## src/rtl/bitonic_pkg.sv

```systemverilog
// Shared definitions for the bitonic sorter: polarity encodings and the
// unsigned compare-exchange primitive used by every merge stage.
package bitonic_pkg;

    localparam logic ASCENDING  = 1'b0;
    localparam logic DESCENDING = 1'b1;

    // Lane width varies per instance, so the primitive sits in a
    // width-parameterised class as a static function.
    // Result packing: {value for the upper lane, value for the lower lane}.
    // Ascending puts the smaller value in the lower lane; descending puts
    // the larger one there.
    virtual class cx_ops #(parameter int unsigned WIDTH = 8);
        static function logic [2*WIDTH-1:0] exchange(
            input logic [WIDTH-1:0] a,
            input logic [WIDTH-1:0] b,
            input logic             dir
        );
            logic [WIDTH-1:0] lo;
            logic [WIDTH-1:0] hi;
            if (a > b) begin
                lo = b;
                hi = a;
            end else begin
                lo = a;
                hi = b;
            end
            return (dir == DESCENDING) ? {lo, hi} : {hi, lo};
        endfunction
    endclass

endpackage

```

## src/rtl/bmerge.sv

```systemverilog
// Recursive bitonic merge: one compare-exchange column across the two
// halves, then each half is merged again in the same direction.
module bmerge
    import bitonic_pkg::*;
#(
    parameter int unsigned NUM_COUNT  = 2,
    parameter int unsigned DATA_WIDTH = 8
) (
    input  logic                            direction,
    input  logic [NUM_COUNT*DATA_WIDTH-1:0] data_in,
    output logic [NUM_COUNT*DATA_WIDTH-1:0] data_out
);

    localparam int unsigned HALF = NUM_COUNT / 2;

    if (NUM_COUNT == 1) begin : g_leaf
        assign data_out = data_in;
    end else begin : g_node
        logic [NUM_COUNT*DATA_WIDTH-1:0] stage;

        // Lane i is paired with lane i+HALF.
        for (genvar i = 0; i < HALF; i++) begin : g_cx
            assign {stage[(i+HALF)*DATA_WIDTH +: DATA_WIDTH],
                    stage[i*DATA_WIDTH +: DATA_WIDTH]} =
                cx_ops#(DATA_WIDTH)::exchange(
                    data_in[i*DATA_WIDTH +: DATA_WIDTH],
                    data_in[(i+HALF)*DATA_WIDTH +: DATA_WIDTH],
                    direction);
        end

        bmerge #(
            .NUM_COUNT (HALF),
            .DATA_WIDTH(DATA_WIDTH)
        ) u_lo (
            .direction(direction),
            .data_in  (stage[HALF*DATA_WIDTH-1:0]),
            .data_out (data_out[HALF*DATA_WIDTH-1:0])
        );

        bmerge #(
            .NUM_COUNT (HALF),
            .DATA_WIDTH(DATA_WIDTH)
        ) u_hi (
            .direction(direction),
            .data_in  (stage[NUM_COUNT*DATA_WIDTH-1:HALF*DATA_WIDTH]),
            .data_out (data_out[NUM_COUNT*DATA_WIDTH-1:HALF*DATA_WIDTH])
        );
    end

endmodule

```

## src/rtl/bnode.sv

```systemverilog
// Bitonic sorting node: two half-size nodes of opposite polarity build a
// bitonic sequence that a full-size merge sorts into the requested order.
// Purely combinational; clk and reset only pass through to the children.
module bnode
    import bitonic_pkg::*;
#(
    parameter int unsigned NUM_COUNT  = 2,
    parameter int unsigned DATA_WIDTH = 8
) (
    input  logic                            clk,
    input  logic                            reset,
    input  logic [NUM_COUNT*DATA_WIDTH-1:0] data_in,
    input  logic                            polarity,
    output logic [NUM_COUNT*DATA_WIDTH-1:0] data_out
);

    localparam int unsigned HALF = NUM_COUNT / 2;

    if (NUM_COUNT < 1 || (NUM_COUNT & (NUM_COUNT - 1)) != 0) begin : g_bad_count
        $error("bnode: NUM_COUNT must be a power of two >= 1");
    end
    if (DATA_WIDTH < 1) begin : g_bad_width
        $error("bnode: DATA_WIDTH must be >= 1");
    end

    if (NUM_COUNT == 1) begin : g_leaf
        // A single lane is already sorted; the remaining inputs are unused.
        logic unused_inputs;
        assign unused_inputs = ^{clk, reset, polarity};
        assign data_out      = data_in;
    end else begin : g_node
        logic [NUM_COUNT*DATA_WIDTH-1:0] bitonic;

        bnode #(
            .NUM_COUNT (HALF),
            .DATA_WIDTH(DATA_WIDTH)
        ) u_lo (
            .clk     (clk),
            .reset   (reset),
            .data_in (data_in[HALF*DATA_WIDTH-1:0]),
            .polarity(ASCENDING),
            .data_out(bitonic[HALF*DATA_WIDTH-1:0])
        );

        bnode #(
            .NUM_COUNT (HALF),
            .DATA_WIDTH(DATA_WIDTH)
        ) u_hi (
            .clk     (clk),
            .reset   (reset),
            .data_in (data_in[NUM_COUNT*DATA_WIDTH-1:HALF*DATA_WIDTH]),
            .polarity(DESCENDING),
            .data_out(bitonic[NUM_COUNT*DATA_WIDTH-1:HALF*DATA_WIDTH])
        );

        bmerge #(
            .NUM_COUNT (NUM_COUNT),
            .DATA_WIDTH(DATA_WIDTH)
        ) u_merge (
            .direction(polarity),
            .data_in  (bitonic),
            .data_out (data_out)
        );
    end

endmodule

```

## config.mk

```make
export PLATFORM = sky130hd
export DESIGN_NAME = bnode
export DESIGN_NICKNAME = d
export VERILOG_FILES = /design/src/rtl/bitonic_pkg.sv /design/src/rtl/bmerge.sv /design/src/rtl/bnode.sv
export SDC_FILE = /design/constraint.sdc
export NUM_CORES = 1
export LEC_CHECK = 0
export ABC_AREA = 1
export CAP_MARGIN = 20
export CELL_PAD_IN_SITES_DETAIL_PLACEMENT = 2
export CELL_PAD_IN_SITES_GLOBAL_PLACEMENT = 2
export CORE_MARGIN = 2
export CORE_UTILIZATION = 23
export DETAILED_ROUTE_END_ITERATION = 8
export PLACE_DENSITY_LB_ADDON = 0.1
export SYNTH_ARGS = -nofsm -noshare
export SYNTH_HDL_FRONTEND = slang
export SYNTH_HIERARCHICAL = 1
export SYNTH_SLANG_ARGS = --single-unit
```

## constraint.sdc

```tcl
create_clock -name vclk -period 3.2
set_input_delay 0.8 -clock vclk [all_inputs]
set_output_delay 0.8 -clock vclk [all_outputs]
set_load 0.02 [all_outputs]
```

# After elaboration in Yosys (flattened, before gate mapping)
# Cells that the tools add are included.
[word_totals] elab_cells=4 register_bits=0 out_inout_bits=16
[classes] n_lt_le_gt_ge=1 muxes=3
[op_table] operator="16-bit two-way mux" n=1
[op_table] operator="8-bit two-way mux" n=2
[op_table] operator="8-bit > comparator" n=1

# Longest topological paths before layout
# Gate-level depths: netlist of the first run.
[depth] ltp_word=3 depth_mapped=16 ltp_nobuf=13

# By module
# The synthesis of the first run kept the hierarchy.
[by_module_without_submodules] mod="bmerge (g_node.u_merge)" n_inst=1 cells_per_inst=131 area_each_um2=716.9
[by_module_without_submodules] mod="bmerge (g_node.u_merge.g_node.u_hi ...)" n_inst=2 cells_per_inst=8 area_each_um2=60.1
[by_module_without_submodules] mod="bnode (g_node.u_hi ...)" n_inst=2 cells_per_inst=8 area_each_um2=60.1
[by_module_without_submodules] mod="bnode" n_inst=1 cells_per_inst=2 area_each_um2=7.5

# Worst setup path before layout of the first run
# Ideal clock, no wire load.
[synth_timing] kind="input port to output port" from="input port data_in[15]" to="output port data_out[10]" arrival_ns=2.184 n_path_buf=3 cell_stages=12 setup_slack_ns=0.216 cell_sequence="buf_4 inv_1 ha_1 a21o_1 nor2_2 nand2_4 nand2_4 buf_6 nand2_2 nand3_1 nand2_1 buf_4"
[synth_via] elab_chain_len=3
[synth_lines] element="from (decl)" line="bnode.sv:12" text="input logic [NUM_COUNT*DATA_WIDTH-1:0] data_in,"
[synth_lines] element="8-bit > comparator (*)" line="bitonic_pkg.sv:21" text="if (a > b) begin"
[synth_lines] element="8-bit two-way mux" line="bitonic_pkg.sv:21"
[synth_lines] element="16-bit two-way mux (*)" line="bitonic_pkg.sv:28" text="return (dir == DESCENDING) ? {lo, hi} : {hi, lo};"
[synth_lines] element="to (decl)" line="bnode.sv:14" text="output logic [NUM_COUNT*DATA_WIDTH-1:0] data_out"
# Mark *: on every way between the ends. The rest lies on a longest branch, timed or not.

# Worst setup path in the final report of the first run
[layout_timing] from="input port data_in[4]" to="output port data_out[9]"
# The elaborated chain is that of the path after synthesis.

==> results.txt, run 1 <==
----------------------------------------------------
[Layout]
  Sequential Area ... 0 um2
  Count of sequential standard cells ... 0
  Synth-to-layout area growth ... 68.5%
  Final #Nets ... between 200 and 250
  Inserted Diodes ... 0
  Fraction of final layout cells sized beyond drive strength 1 ... a little under two thirds
  Layout clock buffers ... 0

[Setup path]
  Arrival time worst endpoint ... approximately 2.4 ns
  CP Max Fanout ... 8
  Crit Path Category ... in -> out
  Critical Path RT ... approximately 2.4 ns
  Endpoint type of the worst setup path ... output pin
  Launching element of the worst setup path ... data_in[4]
  CP cell instances ... clkdlybuf4s15_1 -> ha_4 -> nand2_2 -> nor2_4 -> nand4_4 -> buf_12 -> nand2_8 -> nand2_4 -> nand3_1 -> nand2_2 -> buf_6
  Capturing element of the worst setup path ... data_out[9]
  CP most frequent cell ... nand2_2
  Worst stage delay on the critical path ... between 0.2 and 0.3 ns
  Startpoint Class ... primary input
  Cell type of the slowest stage on the worst timing path ... ha_4

[Detailed routing]
  Final routed wire length divided by cell count ... approximately 15 um
  Initial DRC count ... 19
  Antenna Nets Post-Route ... 0
  Via count of the routed design ... 1079
  Average vias per placed instance ... 4.63
  Drt pass-1 iters ... 4
  WL final ... between 3000 and 4000 um
  Remaining design rule violation count ... 0

[Floorplan]
  Die boundary width ... ~70 um
  Cell Rows ... 23
  Initial Utilization ... a little under a quarter
  Standard cell core area ... approximately 4000 um2
  I/O pins ... 35
  Overall die area ... between 4000 and 5000 um2
  Chip Height ... around 69 um

[Hold path]
  Type of the tightest min-delay check ... in -> out

[GRT]
  Pin count of the biggest net entering global routing ... 17
  Overall routing resource usage ... 13.9%
  Via count of the first global-routing pass ... around 1100
  Number of antenna violations at the first check in global routing ... 0
  Gr ovfl total ... 0
  Global-route wire length before repair ... around 5000 um

[Timing]
  Slew at the pin closest to its max-slew limit ... between 0.15 and 0.2 ns
  Hold violation count in the final report ... 0
  Count of final max-slew check failures ... 0
  Final period utilization ... just under 100%
  Worst slew slack as a fraction of its limit ... approximately nine tenths
  Post-layout minimum cycle time ... 3.16 ns
  Maximum frequency from static timing analysis ... between 0.3 and 0.4 GHz
  Unrepaired setup endpoints after global routing ... true
  Hold Worst Slack ... ~2.1 ns
  Final total negative setup slack ... 0 ns
  Setup violation total in the final timing report ... 0

[Synthesis]
  Post-synthesis instance total ... around 160
  Post-Synthesis Mean Instance Area ... ~5.9 um2
  Syn nets ... 190
  Cell area after technology mapping ... 957 um2
  Count of yosys warnings during synthesis ... 6

[Placement]
  Placer's final routability congestion estimate ... 0.756
  Number of buffer cells added on primary ports ... 33
  Post-DP HPWL ... roughly 2500 um

[Power]
  Leak Pwr ... ~0.83 nW
  Power per Cell Area ... ~220 nW/um2
  Maximum VDD drop ... roughly 0.095 mV

[Job]
  Number of violations of the max-capacitance limit ... 0

[CTS]
  Post-cts hold buffer count ... 0

[Status]
  Status ... completed

----------------------------------------------------
## per-stage QoR
stage / worst slack [ns] / util (%) / instance area [um2] / total power [mW] / instances
finish: 0.0355 / 40.3 / 1610 / 0.354 / 233
global route: -0.0784 / 40.3 / 1610 / 0.386 / 233
CTS: 0.000376 / 34.3 / 1370 / 0.296 / 232
detailed placement: -0.734 / 30.8 / 1230 / 0.281 / 228
global placement: -0.663 / 30.8 / 1230 / 0.269 / 228
floorplan: 0.216 / - / 957 / 0.208 / 163
## layer usage
layer / up-vias / track usage (%) / wire, um
li1: 538 / - / -
met1: 522 / 17.1 / 1390
met2: 19 / 28.0 / 2000
met3: 0 / 0.162 / 98
met4: 0 / 0.250 / 0
met5: - / 0 / 0
## layout make-up
| class | instances | area (um2) |
|---|---|---|
| inverters | 20 | 75.1 |
| multi-input cells | 106 | 953 |
| well taps | 50 | 62.6 |
| repair buffers | 57 | 522 |
| fillers | 460 | 2390 |
## worst min-delay path by stage
| stage | startpoint | end | slack [ns] | depth (start not counted) |
|---|---|---|---|---|
| 2_1_floorplan | polarity | data_out[2] | 1.99 | 4 |
| 3_3_place_gp | data_in[8] | data_out[0] | 2.81 | 6 |
| 3_5_place_dp | data_in[7] | data_out[15] | 2.83 | 6 |
| 4_1_cts | data_in[4] | data_out[4] | 2.25 | 6 |
| 5_1_grt | data_in[6] | data_out[6] | 2.19 | 6 |
| 6_report | data_in[6] | data_out[14] | 2.13 | 6 |
## where the power goes
part | switching (mW) | internal, mW
sequential | 0 | 0
combinational | 0.198 | 0.157
clock | 0 | 0
total | 0.198 | 0.157
## placed cells by master (no fill, tap or decap)
cell type / instances
ha_1: 2
buf_6: 15
clkdlybuf4s15_1: 4
a21o_1: 1
nand3_2: 24
nand2_1: 16
nand2_4: 12
nand4_4: 1
buf_4: 23
nand2_8: 3
inv_1: 12
nand2_2: 12
dlygate4sd2_1: 8
ha_4: 6
nor2_2: 1
a21oi_2: 2
clkbuf_2: 4
buf_12: 2
nand3_4: 1
inv_2: 8
nor2_4: 2
nand3_1: 23
clkdlybuf4s50_1: 1
## repair_timing
item | 4_1_cts | 5_1_grt
pin swaps | 14 | 17
setup endpoints to repair | 16 | 15
resized for setup | 126 | 67
cloned | 1 | 0
setup buffers | 3 | 1
## worst max-delay path, delay by kind of cell
kind          cells  cell delay, ns
fa+ha+maj         1            0.29
simple gates      7            0.73
buf+inv           3            0.54
No activity file was read; power rests on OpenSTA's default activity.
==> run 2, diff against run 1 <==
Settings changed: CORE_ASPECT_RATIO from default to 0.7, CORE_MARGIN 2 to default.
==> results.txt, run 2 (synthesis results as in run 1) <==
----------------------------------------------------
[GRT]
  Number of antenna violations at the first check in global routing ... 1 (+1)
  Pin count of the biggest net entering global routing ... 9 (-8)
  Gr ovfl total ... 0 (unchanged)
  Global-route wire length before repair ... 6510 um (+29%)
  Overall routing resource usage ... 18.7% (+4.8 points)
  Via count of the first global-routing pass ... 1262 (+12%)

[Floorplan]
  Die boundary width ... 79.1 um (+15%)
  Standard cell core area ... 3950 um2 (-1.3%)
  Cell Rows ... 19 (-17%)
  Initial Utilization ... 24.3% (+0.33 points)
  Overall die area ... 4430 um2 (-5.7%)
  I/O pins ... 35 (unchanged)
  Chip Height ... 56.0 um (-18%)

[Power]
  Power per Cell Area ... 216 nW/um2 (-1.6%)
  Part of the total power dissipated in sequential elements ... 0% (unchanged)
  Leak Pwr ... 0.867 nW (+4.2%)
  Clock Power Share ... 0% (unchanged)
  Switching pwr ... 0.226 mW (+14%)
  Net switching share of the total power ... 55.1% (-0.67 points)
  Maximum VDD drop ... 0.0903 mV (-4.5%)
  Final total power ... 0.409 mW (+16%)
  Internal ... 0.184 mW (+17%)
  Part of the power in combinational logic ... 100.0% (about the same)

[Layout]
  Layout clock buffers ... 0 (unchanged)
  Total area of multi-input combinational cells ... 1140 um2 (+20%)
  Final #Nets ... 216 (+1.9%)
  Fraction of final layout cells sized beyond drive strength 1 ... 80.7% (+17 points)
  Most common library cell in the layout ignoring fill and taps ... nand3_2
  Sequential Area ... 0 um2 (unchanged)
  Commonest cells after routing, fill and taps aside ... nand3_2, nand2_2, buf_4
  Number of fill cells in the layout ... 425 (-7.6%)
  Count of sequential standard cells ... 0 (unchanged)
  Post-layout instance count excluding filler cells ... 240 (+3.0%)
  Synth-to-layout area growth ... 97.9%

[Detailed routing]
  WL final ... 4280 um (+23%)
  Via count of the routed design ... 1131 (+4.8%)
  Antenna Nets Post-Route ... 0 (unchanged)
  Remaining design rule violation count ... 0 (unchanged)
  Final routed wire length divided by cell count ... 17.8 um (+19%)
  Initial DRC count ... 27 (+8)
  Average vias per placed instance ... 4.71 (+1.8%)
  Drt pass-1 iters ... 4 (unchanged)

[Timing]
  Post-layout minimum cycle time ... 3.21 ns (+0.0440 ns)
  Count of final max-slew check failures ... 0 (unchanged)
  Maximum frequency from static timing analysis ... 0.312 GHz (-1.4%)
  Final period utilization ... 100% (+1.4 points)
  Slew at the pin closest to its max-slew limit ... 0.179 ns (+0.0111 ns)
  Final worst-path setup slack ... -0.00849 ns (-0.0440 ns)
  Hold violation count in the final report ... 0 (unchanged)
  Worst slew slack as a fraction of its limit ... 88.1% (-0.75 points)
  Setup violation total in the final timing report ... 2 (+2)

[Setup path]
  Bufs and invs on worst path ... 4 (+1)
  Critical Path RT ... 2.40 ns (about the same)
  CP Max Fanout ... 8 (unchanged)
  Startpoint Class ... primary input
  Endpoint type of the worst setup path ... output pin
  Crit Path Category ... in -> out
  Cell type of the slowest stage on the worst timing path ... ha_4
  Worst stage delay on the critical path ... 0.28 ns (about the same)
  CP most frequent cell ... nand2_2
  Arrival time worst endpoint ... 2.41 ns (+0.05 ns)
  CP cell instances ... clkdlybuf4s15_2 -> inv_2 -> ha_4 -> nand2_2 -> nor2_4 -> nand4_4 -> buf_4 -> nand2_8 -> nand2_1 -> nand3_2 -> nand2_2 -> buf_6
  Cell family contributing the most delay on the critical path ... simple AND/OR/NAND/NOR gates

[Status]
  Status ... finished with violations
  Violated checks ... negative setup slack

[Placement]
  Placer's final routability congestion estimate ... 0.695 (-8.0%)
  Inst Count DP ... 230 (+0.88%)
  Number of buffer cells added on primary ports ... 33 (unchanged)
  Post-DP HPWL ... 2450 um (-0.68%)

[Job]
  Number of violations of the max-capacitance limit ... 0 (unchanged)

[Hold path]
  Type of the tightest min-delay check ... in -> out

[CTS]
  Post-cts hold buffer count ... 0 (unchanged)

----------------------------------------------------
[run 2: final cells by class]
cell class,instances,area share [%]
Antenna cell,1,0.132
Inverter,20,3.96
Multi-Input combinational cell,106,60.4
Tap cell,52,3.43
Timing Repair Buffer,61,32.1
[run 2: final timing paths]
kind                           to         from  slack, ns  cells past startpoint
worst max-delay path  data_out[8]  data_in[13]     -0.008                     12
worst min-delay path  data_out[3]   data_in[3]       2.13                      6
[run 2: power groups by stage]
stage	Clock, mW	Sequential (mW)	Combinational, mW
after floorplan	0	0	0.208
after global placement	0	0	0.265
after detailed placement	0	0	0.275
after CTS	0	0	0.382
after global routing	0.0000000418	0	0.439
final	0.0000000418	0	0.409
[run 2: timing repair]
item | in CTS | in global routing
cloned | 1 | 0
gates resized for setup | 226 | 22
pin swaps | 39 | 11
endpoints found under the setup margin | 16 | 16
setup buffers | 3 | 5
[run 2: per-stage QoR]
step           setup slack, ns  instance area [um2]  hold slack (ns)  utilization (%)  setup TNS [ns]
3_5_place_dp            -0.742                 1220             2.83             31.0          -11.37
5_1_grt                -0.0569                 1890             2.18             48.0          -0.256
6_report              -0.00849                 1890             2.13             48.0        -0.00899
2_1_floorplan            0.216                  957             1.99                -               0
4_1_cts                0.00196                 1780             2.23             45.2               0
3_3_place_gp            -0.636                 1220             2.80             31.0          -10.00
[run 2: tightest hold or removal path: stages]
cell and delay [ns]:
clkbuf_2 0.11, inv_1 0.09, nand2_2 0.08, nand3_1 0.08, nand2_2 0.07, buf_6 0.11
[run 2: routing by layer]
layer | track usage, % | routed length (um) | vias up
li1 | - | - | 551
met1 | 22.0 | 1730 | 551
met2 | 38.7 | 2420 | 25
met3 | 0.492 | 103 | 4
met4 | 0.519 | 19 | 0
met5 | 0 | 0 | -
==> run 3, diff against run 2 <==
Settings changed: GPL_TIMING_DRIVEN from default to 1.
==> results of run 3 <==
The final DEF is identical to that of run 2; final timing and power are the same.
